==> src/rtl/control_pkg.sv <==
// Shared decode constants: opcodes, R-type funcs, ALU/extension encodings, control word type.
// Latency: none (definitions only).
// Backpressure: not applicable.
package control_pkg;

  // Primary opcodes (instruction bits [31:26])
  localparam logic [5:0] OP_RTYPE = 6'b000000;
  localparam logic [5:0] OP_ORI   = 6'b001101;
  localparam logic [5:0] OP_LW    = 6'b100011;
  localparam logic [5:0] OP_SW    = 6'b101011;
  localparam logic [5:0] OP_BEQ   = 6'b000100;
  localparam logic [5:0] OP_LUI   = 6'b001111;

  // R-type function codes (instruction bits [5:0])
  localparam logic [5:0] FUNC_NOP  = 6'b000000;
  localparam logic [5:0] FUNC_ADDU = 6'b100001;
  localparam logic [5:0] FUNC_SUBU = 6'b100011;

  // ALU operation encodings; 2'b11 is reserved and never produced
  localparam logic [1:0] ALU_ADD = 2'b00;
  localparam logic [1:0] ALU_SUB = 2'b01;
  localparam logic [1:0] ALU_OR  = 2'b10;

  // Immediate extension encodings; 2'b11 is reserved and never produced
  localparam logic [1:0] EXT_ZERO = 2'b00;
  localparam logic [1:0] EXT_SIGN = 2'b01;
  localparam logic [1:0] EXT_LUI  = 2'b10;

  // Full control word as carried from decode to the output register
  typedef struct packed {
    logic [1:0] aluop;
    logic       ifbeq;
    logic       memwrite;
    logic [1:0] extop;
    logic       regwrite;
    logic       memtoreg;
    logic       alusrc;
    logic       regdst;
    logic       illegal;
  } ctrl_t;

  localparam ctrl_t CTRL_ZERO = '0;

endpackage

==> src/rtl/control_decode.sv <==
// Combinational instruction decode: op/func to the next control word.
// Latency: zero cycles (pure combinational).
// Backpressure: none; output follows inputs continuously.
module control_decode
  import control_pkg::*;
(
  input  logic [5:0] op_i,
  input  logic [5:0] func_i,
  output ctrl_t      ctrl_d_o
);

  // Decode table; anything unrecognised yields an all-zero word with only illegal set,
  // so no state-changing enable can fire for an unsupported encoding.
  always_comb begin
    ctrl_d_o = CTRL_ZERO;
    unique case (op_i)
      OP_RTYPE: begin
        // func only matters for R-type
        unique case (func_i)
          FUNC_ADDU: begin
            ctrl_d_o.regdst   = 1'b1;
            ctrl_d_o.regwrite = 1'b1;
            ctrl_d_o.aluop    = ALU_ADD;
          end
          FUNC_SUBU: begin
            ctrl_d_o.regdst   = 1'b1;
            ctrl_d_o.regwrite = 1'b1;
            ctrl_d_o.aluop    = ALU_SUB;
          end
          FUNC_NOP: begin
            ctrl_d_o = CTRL_ZERO;
          end
          default: begin
            ctrl_d_o.illegal = 1'b1;
          end
        endcase
      end
      OP_ORI: begin
        ctrl_d_o.regwrite = 1'b1;
        ctrl_d_o.alusrc   = 1'b1;
        ctrl_d_o.extop    = EXT_ZERO;
        ctrl_d_o.aluop    = ALU_OR;
      end
      OP_LW: begin
        ctrl_d_o.regwrite = 1'b1;
        ctrl_d_o.alusrc   = 1'b1;
        ctrl_d_o.memtoreg = 1'b1;
        ctrl_d_o.extop    = EXT_SIGN;
        ctrl_d_o.aluop    = ALU_ADD;
      end
      OP_SW: begin
        ctrl_d_o.memwrite = 1'b1;
        ctrl_d_o.alusrc   = 1'b1;
        ctrl_d_o.extop    = EXT_SIGN;
        ctrl_d_o.aluop    = ALU_ADD;
      end
      OP_BEQ: begin
        ctrl_d_o.ifbeq = 1'b1;
        ctrl_d_o.extop = EXT_SIGN;
        ctrl_d_o.aluop = ALU_SUB;
      end
      OP_LUI: begin
        ctrl_d_o.regwrite = 1'b1;
        ctrl_d_o.alusrc   = 1'b1;
        ctrl_d_o.extop    = EXT_LUI;
        ctrl_d_o.aluop    = ALU_OR;
      end
      default: begin
        ctrl_d_o.illegal = 1'b1;
      end
    endcase
  end

endmodule

==> src/rtl/control.sv <==
// Main control unit: registered decode of op/func into datapath control signals.
// Latency: one clk cycle from op/func to outputs; reset clears outputs asynchronously.
// Backpressure: none; a new instruction is accepted every cycle.
module control
  import control_pkg::*;
(
  input  logic       clk,
  input  logic       rst_n,
  input  logic [5:0] op,
  input  logic [5:0] func,
  output logic [1:0] aluop,
  output logic       ifbeq,
  output logic       memwrite,
  output logic [1:0] extop,
  output logic       regwrite,
  output logic       memtoreg,
  output logic       alusrc,
  output logic       regdst,
  output logic       illegal
);

  ctrl_t ctrl_d;
  ctrl_t ctrl_q;

  control_decode u_decode (
    .op_i     (op),
    .func_i   (func),
    .ctrl_d_o (ctrl_d)
  );

  // Output register; reset forces every output (including illegal) low immediately
  always_ff @(posedge clk or negedge rst_n) begin
    if (!rst_n) begin
      ctrl_q <= CTRL_ZERO;
    end else begin
      ctrl_q <= ctrl_d;
    end
  end

  assign aluop    = ctrl_q.aluop;
  assign ifbeq    = ctrl_q.ifbeq;
  assign memwrite = ctrl_q.memwrite;
  assign extop    = ctrl_q.extop;
  assign regwrite = ctrl_q.regwrite;
  assign memtoreg = ctrl_q.memtoreg;
  assign alusrc   = ctrl_q.alusrc;
  assign regdst   = ctrl_q.regdst;
  assign illegal  = ctrl_q.illegal;

endmodule

==> config.mk <==
export PLATFORM = sky130hd
export DESIGN_NAME = control
export DESIGN_NICKNAME = d
export VERILOG_FILES = /design/src/rtl/control_pkg.sv /design/src/rtl/control_decode.sv /design/src/rtl/control.sv
export SDC_FILE = /design/constraint.sdc
export NUM_CORES = 1
export LEC_CHECK = 0
export ABC_AREA = 1
export CELL_PAD_IN_SITES_DETAIL_PLACEMENT = 1
export CELL_PAD_IN_SITES_GLOBAL_PLACEMENT = 1
export CORE_MARGIN = 4
export CORE_UTILIZATION = 29
export DETAILED_ROUTE_END_ITERATION = 10
export PLACE_DENSITY_LB_ADDON = 0.1
export SLEW_MARGIN = 20
export SYNTH_ARGS = -nofsm -noshare
export SYNTH_HDL_FRONTEND = slang
export SYNTH_HIERARCHICAL = 1
export SYNTH_SLANG_ARGS = --single-unit
export TNS_END_PERCENT = 30
==> constraint.sdc <==
create_clock -name clk -period 1.82 [get_ports clk]
set_clock_uncertainty 0.2 [all_clocks]
set_input_delay 0.364 -clock clk [delete_from_list [all_inputs] [get_ports clk]]
set_output_delay 0.364 -clock clk [all_outputs]
set_load 0.05 [all_outputs]
-- Word-level counts from Yosys, hierarchy flattened
Cells that the tools add are included.
- bits in registers: 11
- input port bits: 14
- output and inout bits: 11
- word-level logic and storage cells: 37
- equality and inequality tests: 7
- muxes and demuxes: 12
- reductions and logical operators: 9
- operator list (operator ; count):
    $eq 6x6->1 const B ; 4
    $eq 6x4->1 const B ; 2
    $logic_not 6->1 ; 2
    $reduce_or 3->1 ; 3
    $mux 1 ; 8
    $eq 6x3->1 const B ; 1
    $pmux 2 s3 ; 1
    $reduce_or 5->1 ; 1
    $pmux 1 s2 ; 2
    $pmux 2 s2 ; 1
    $reduce_or 2->1 ; 2
    $reduce_or 4->1 ; 1

-- Depth between registers and ports, before layout
Gate-level depths: netlist (run 1).
- word-level depth: 4
- mapped depth: 5
- gate-level depth less buffers: 5

-- Cells and area by module
Netlist (run 1), hierarchy kept.
- by module, submodules not included (module ; times used ; cells an instance ; area an instance (sq um) ; sequential area each (sq um)):
    control ; 1 ; 11 ; 275.3 ; 275.3
    control_decode ; 1 ; 48 ; 246.5 ; 0.0

-- Least setup slack after synthesis (run 1)
OpenSTA, ideal clock, no wires.
- kind: register -> output
- from: register ctrl_q (netlist bit aluop[0])
- to: output aluop[0]
- arrival time: 0.586 ns
- required time: 1.256 ns
- slack: 0.670 ns
- stages on the path, launching flop included: 1
- buffers on the path: 0
- path through: dfrtp_1
- RTL lines (element ; line ; source):
    start: declaration ; control.sv:23 ; ctrl_t ctrl_q;
    start signal: assignment ; control.sv:36 ; ctrl_q <= ctrl_d;
    end: declaration ; control.sv:11 ; output logic [1:0] aluop,
No word-level cell between the ends.

==> metrics, run 1 <==
status completed; P per Cell Area between 600 and 700 mW/mm^2; total wire length approximately 1.1 mm; Final period util 0.769; Distinct cells, synth 11; Max-Cap Viols 0; drt via density approximately 4.0; global placement routability congestion 0.700; final hold violations 0; CTS buffer count 3; CTS tree yes; fraction of layout cells with a size suffix above 1 0.310; CTS Root Buffer Type clkbuf_4; global-route wire length before repair approximately 1.9 mm; unrepaired setup endpoints after global routing no; Post-CTS Hold Buffers 0; Diodes inserted 0; Core Box Area 0.00171 sq mm; most frequent cells in the layout clkdlybuf4s50_1 (13), dfrtp_1 (11), buf_4 (11), nand2_1 (11), inv_1 (10); Post-Synthesis Cells 59; Tightest Pin Transition 0.476 ns; hpwl dp 997 microns; worst vdd ir roughly 0.00029 V; fmax just over 700 MHz; initial antenna violation count 0; Reg clk slew, reported paths 0.07 ns; mean post-synth cell area a little under 9 sq um; Leak about 0.00043 uW; Synth Register Bits 11; Seq/Total Area, Yosys 0.528; vias in the first global route around 450; drt initial violations 3; GR Util All Layers 0.102; Net Count, Synth 73; largest net degree at the start of global routing 12; Setup Viol. Count Final 0; Rows 15; DIE WIDTH 50.4 microns; Min-Delay Path Class in2async; Residual DRC 0; critical path peak fanout 4; H-Tree Depth 1; routed vias 450; required time worst endpoint 1.77 ns; Worst Path Arrival about 1.4 ns; Area Growth Syn to Fin 51.8%; utilization after layout 0.464; Initial Util 0.305; Fin Setup TNS 0 ns; global route overflow 0; placed cells between 100 and 150; DR pass1 iterations 2; Rel. slew slack 0.682; Routed Antenna Nets 0; IO buf count 24; clk buf depth 2; post-cts gate resize count 0; WL/cell approximately 9.8 microns; postcts setup bufs 0; Worst setup SP type primary input; kind of critical path in2reg; chip height roughly 50 microns; fin cells around 110; Synth Warn # 6; Net count, final a little over 100; IO Count 25; final slew viol count 0; Mapped Area between 500 and 600 sq um; WHS approximately 0.23 ns; Tmin final about 1.4 ns; CTS sink cnt 11; Crit. End Element flop; Design Power ~500 uW; die area between 0.002 and 0.003 sq mm; leading cell type in the layout, fill and taps excluded clkdlybuf4s50_1
==> final timing paths <==
path                       startpoint            endpoint
setup / recovery                op[5]   illegal$_DFF_PN0_
hold / removal                  rst_n  memtoreg$_DFF_PN0_
max in group asynchronous       rst_n  regwrite$_DFF_PN0_
min in group clk                op[2]  extop[1]$_DFF_PN0_
==> cells in the mapped netlist <==
cell     instances  area share
dfrtp_1         11        0.53
inv_1           10       0.072
inv_2            2       0.014
nand2_1         11       0.079
nand2_2          1       0.012
nand3_1          6       0.058
nand3_2          4       0.077
nor2_1           7       0.050
nor2_2           3       0.036
nor2_4           3       0.065
nor3_1           1      0.0096
==> state kept, by name (all words and copies together), names as in the netlist <==
register	count
aluop	2
extop	2
alusrc	1
ifbeq	1
illegal	1
memtoreg	1
memwrite	1
regdst	1
regwrite	1
==> area by class of cell <==
cell class | count | area [sq um]
repair buffers | 24 | 213
flip-flops and latches | 11 | 275
inverters | 12 | 45.0
fillers | 207 | 916
multi-input cells | 36 | 201
clock buffers | 4 | 26.3
well taps | 25 | 31.3
==> layer usage <==
layer	vias up	global-route usage	wire length [microns]
met1	199	0.119	446
met3	2	0.0356	90
li1	233	-	-
met4	0	0.0538	14
met2	16	0.163	541
met5	-	0	0
==> kinds of logic after synthesis <==
kind of cell,Yosys count,share of synthesized area
flops,11,0.528
simple gates,36,0.386
buf+inv,12,0.0863
==> stage by stage <==
step	setup slack, ns	instance area [sq um]
2_1_floorplan	0.670	522
3_3_place_gp	0.164	766
3_5_place_dp	0.139	766
4_1_cts	0.423	792
5_1_grt	0.359	792
6_report	0.421	792
==> worst max-delay path, stage by stage <==
cell	delay, ns
clkdlybuf4s50_1	0.46
nor2_4	0.17
nand3_1	0.18
nand3_1	0.13
nand2_1	0.05
==> power breakdown <==
| group | total (uW) | internal [uW] | switching, uW | leakage [uW] |
|---|---|---|---|---|
| sequential | 250 | 249 | 1.06 | 0.000148 |
| combinational | 88.3 | 39.0 | 49.3 | 0.000268 |
| clock | 159 | 84.6 | 74.6 | 0.0000150 |
Note: power is estimated with default switching activity, not from simulation.
==> run 2, diff against run 1 <==
--- a/config.mk
+++ b/config.mk
@@ -8,8 +8,9 @@
 export ABC_AREA = 1
 export CELL_PAD_IN_SITES_DETAIL_PLACEMENT = 1
 export CELL_PAD_IN_SITES_GLOBAL_PLACEMENT = 1
+export CORE_ASPECT_RATIO = 0.7
 export CORE_MARGIN = 4
-export CORE_UTILIZATION = 29
+export CORE_UTILIZATION = 24
 export DETAILED_ROUTE_END_ITERATION = 10
 export PLACE_DENSITY_LB_ADDON = 0.1
 export SLEW_MARGIN = 20
==> constraint.sdc (replaced) <==
create_clock -name clk -period 1.2 [get_ports clk]
set_clock_uncertainty 0.2 [all_clocks]
set_input_delay 0.24 -clock clk [delete_from_list [all_inputs] [get_ports clk]]
set_output_delay 0.24 -clock clk [all_outputs]
set_load 0.05 [all_outputs]
==> run 2 against run 1 <==
Compared with the run above:
- worst setup slack worse by 0.49 ns
- final cell count stayed put
- global-route usage down 1.2 points
- core utilization up 2.6 points
- the flow now finishes with violations (negative setup slack)
- critical path depth decreased by 4
- clock-buffer cell count is the same
- largest cell class is now buffers
- die area grew 18%
- wire length up 8.7%
- sequential power is 53% higher
- power grew 57%
- first-iteration DRC count is 33% lower
- sequential share of layout area shrank 6.0 points
==> metrics, run 2 (synthesized netlist as in run 1, its figures left out) <==
register share of total power 0.490 (was 0.502); Diodes inserted 0 (unchanged); CTS tree yes (unchanged); Setup Viol. Count Final 11 (was 0); chip height 47.0 microns (was 50.4 microns); CP max-delay cell dfrtp_1 (was clkdlybuf4s50_1); switching share of power 0.255 (was 0.251); Worst setup SP type flop (was primary input); Post-Layout Inst Area 956 sq um (was 792 sq um); initial antenna violation count 0 (unchanged); most frequent cells in the layout dfrtp_1 (11), buf_12 (11), nand2_1 (10), inv_1 (9), clkdlybuf4s50_1 (8) (was clkdlybuf4s50_1 (13), dfrtp_1 (11), buf_4 (11), nand2_1 (11), inv_1 (10)); CTS buffer count 3 (unchanged); fin cells 112 (unchanged); global-route wire length before repair 1.98 mm (was 1.89 mm); Area Growth Syn to Fin 83.2% (was 51.8%); Final Worst Setup Slack -0.0716 ns (was 0.421 ns); Max-Cap Viols 0 (unchanged); failing checks negative setup slack; Initial Util 0.267 (was 0.305); Crit. End Element output port (was flop); Post-CTS Hold Buffers 0 (unchanged); worst vdd ir 0.000326 V (was 0.000291 V); vias in the first global route 456 (was 445); DP Area 922 sq um (was 766 sq um); routed vias 445 (was 450); Leak 0.000493 uW (was 0.000431 uW); final slew viol count 0 (unchanged); Residual DRC 0 (unchanged); fmax a little under 800 MHz; largest net degree at the start of global routing 12 (unchanged); Rows 13 (was 15); CTS Root Buffer Type clkbuf_4 (unchanged); fraction of layout cells with a size suffix above 1 0.367 (was 0.310); cell family with most CP delay flip-flops (was simple AND/OR/NAND/NOR gates); kind of critical path reg2out (was in2reg); critical path peak fanout 1 (was 4); Core Box Area 0.00195 sq mm (was 0.00171 sq mm); Reg clk slew, reported paths 0.07 ns (about the same); global placement routability congestion 0.746 (was 0.700); Comb power frac 0.198 (was 0.178); Cell Int Power 581 uW (was 372 uW); Rel. slew slack 0.867 (was 0.682); Worst Path Arrival 0.83 ns (was 1.35 ns); CTS sink cnt 11 (unchanged); status finished, violations left (was completed); IO Count 25 (unchanged); drt initial violations 2 (was 3); filler cell count 232 (was 207); Routed Antenna Nets 0 (unchanged); die area 0.00300 sq mm (was 0.00254 sq mm); Min-Delay Path Class in2async (unchanged); CP Buf/Inv Count 1 (unchanged); Tightest Pin Transition 0.198 ns (was 0.476 ns); H-Tree Depth 1 (unchanged); Net count, final 105 (was 102); utilization after layout 0.490 (was 0.464); total wire length 1.19 mm (was 1.09 mm); placed cells 108 (unchanged); IO buf count 24 (unchanged); Clock Power Share 0.312 (was 0.320); final hold violations 0 (unchanged); drt via density 3.97 (was 4.02); unrepaired setup endpoints after global routing yes (was no); WL/cell 10.6 microns (was 9.77 microns); P per Cell Area 816 mW/mm^2 (was 628 mW/mm^2); hpwl dp 1.00 mm (was 997 microns); clk buf depth 2 (unchanged); global route overflow 0 (unchanged); postcts setup bufs 0 (unchanged); Tmin final approximately 1.3 ns; switching component of the power 199 uW (was 125 uW); required time worst endpoint 0.76 ns (was 1.77 ns); CP max stage delay 0.41 ns (was 0.46 ns); CP cell instances buf_12 (was clkdlybuf4s50_1 > nor2_4 > nand3_1 > nand3_1 > nand2_1); DR pass1 iterations 4 (was 2); GR Util All Layers 0.0897 (was 0.102); Final period util 1.06; DIE WIDTH 63.7 microns (was 50.4 microns)
## run 2: cell count changes in the layout (fill, tap and decap cells not counted), sizes merged
cell,change
buf,+3
dlymetal6s2s,+1
clkdlybuf4s50,-5
dlygate4sd2,+4
## run 2: metal layers
metal,track usage,vias to the layer above,share of wire
met2,0.143,17,0.48
met1,0.114,187,0.47
met3,0.0239,0,0.047
met4,0.0515,0,0
met5,0,-,0
li1,-,241,-
## run 2: path summary, 6_finish.rpt
kind / start / end / slack (ns) / cells after the start
max: aluop[0]$_DFF_PN0_ / aluop[0] / -0.07 / 1
min in group clk: op[0] / extop[1]$_DFF_PN0_ / 0.15 / 3
max in group asynchronous: rst_n / aluop[1]$_DFF_PN0_ / 0.58 / 2
min: rst_n / ifbeq$_DFF_PN0_ / 0.07 / 2
## run 2: metrics by stage
stage	setup TNS [ns]	setup WS (ns)	hold WS (ns)	total power (uW)
6_report	-0.568	-0.0716	0.0708	780
5_1_grt	-0.956	-0.0955	0.0815	820
4_1_cts	-0.683	-0.0827	0.0788	789
2_1_floorplan	0	0.174	-0.256	445
3_5_place_dp	-2.79	-0.306	0.350	547
3_3_place_gp	-2.71	-0.291	0.352	545
## run 2: final cells by class
type,instances,area (sq um),area share
inverter,12,45.0,0.0471
multi-input combinational,36,211,0.221
timing repair buffer,27,370,0.387
clock buffer,4,26.3,0.0275
sequential,11,275,0.288
tap,22,27.5,0.0288
## run 2: what timing repair did
action                                  in CTS  in global routing
resized for setup                            6                  3
pin swaps                                    2                  1
endpoints found under the setup margin      16                 17
## run 2: power by group through the flow
stage / registers [uW] / logic, uW / clock network (uW)
2_1_floorplan: 409 / 35.3 / 0
3_3_place_gp: 390 / 155 / 0
3_5_place_dp: 390 / 157 / 0
4_1_cts: 383 / 155 / 252
5_1_grt: 383 / 168 / 270
6_report: 382 / 154 / 243
==> run 3, diff against run 2 <==
--- a/config.mk
+++ b/config.mk
@@ -6,6 +6,7 @@
 export NUM_CORES = 1
 export LEC_CHECK = 0
 export ABC_AREA = 1
+export CAP_MARGIN = 0
 export CELL_PAD_IN_SITES_DETAIL_PLACEMENT = 1
 export CELL_PAD_IN_SITES_GLOBAL_PLACEMENT = 1
 export CORE_ASPECT_RATIO = 0.7
==> results of run 3 <==
The final DEF is identical to that of run 2; final timing and power are the same.
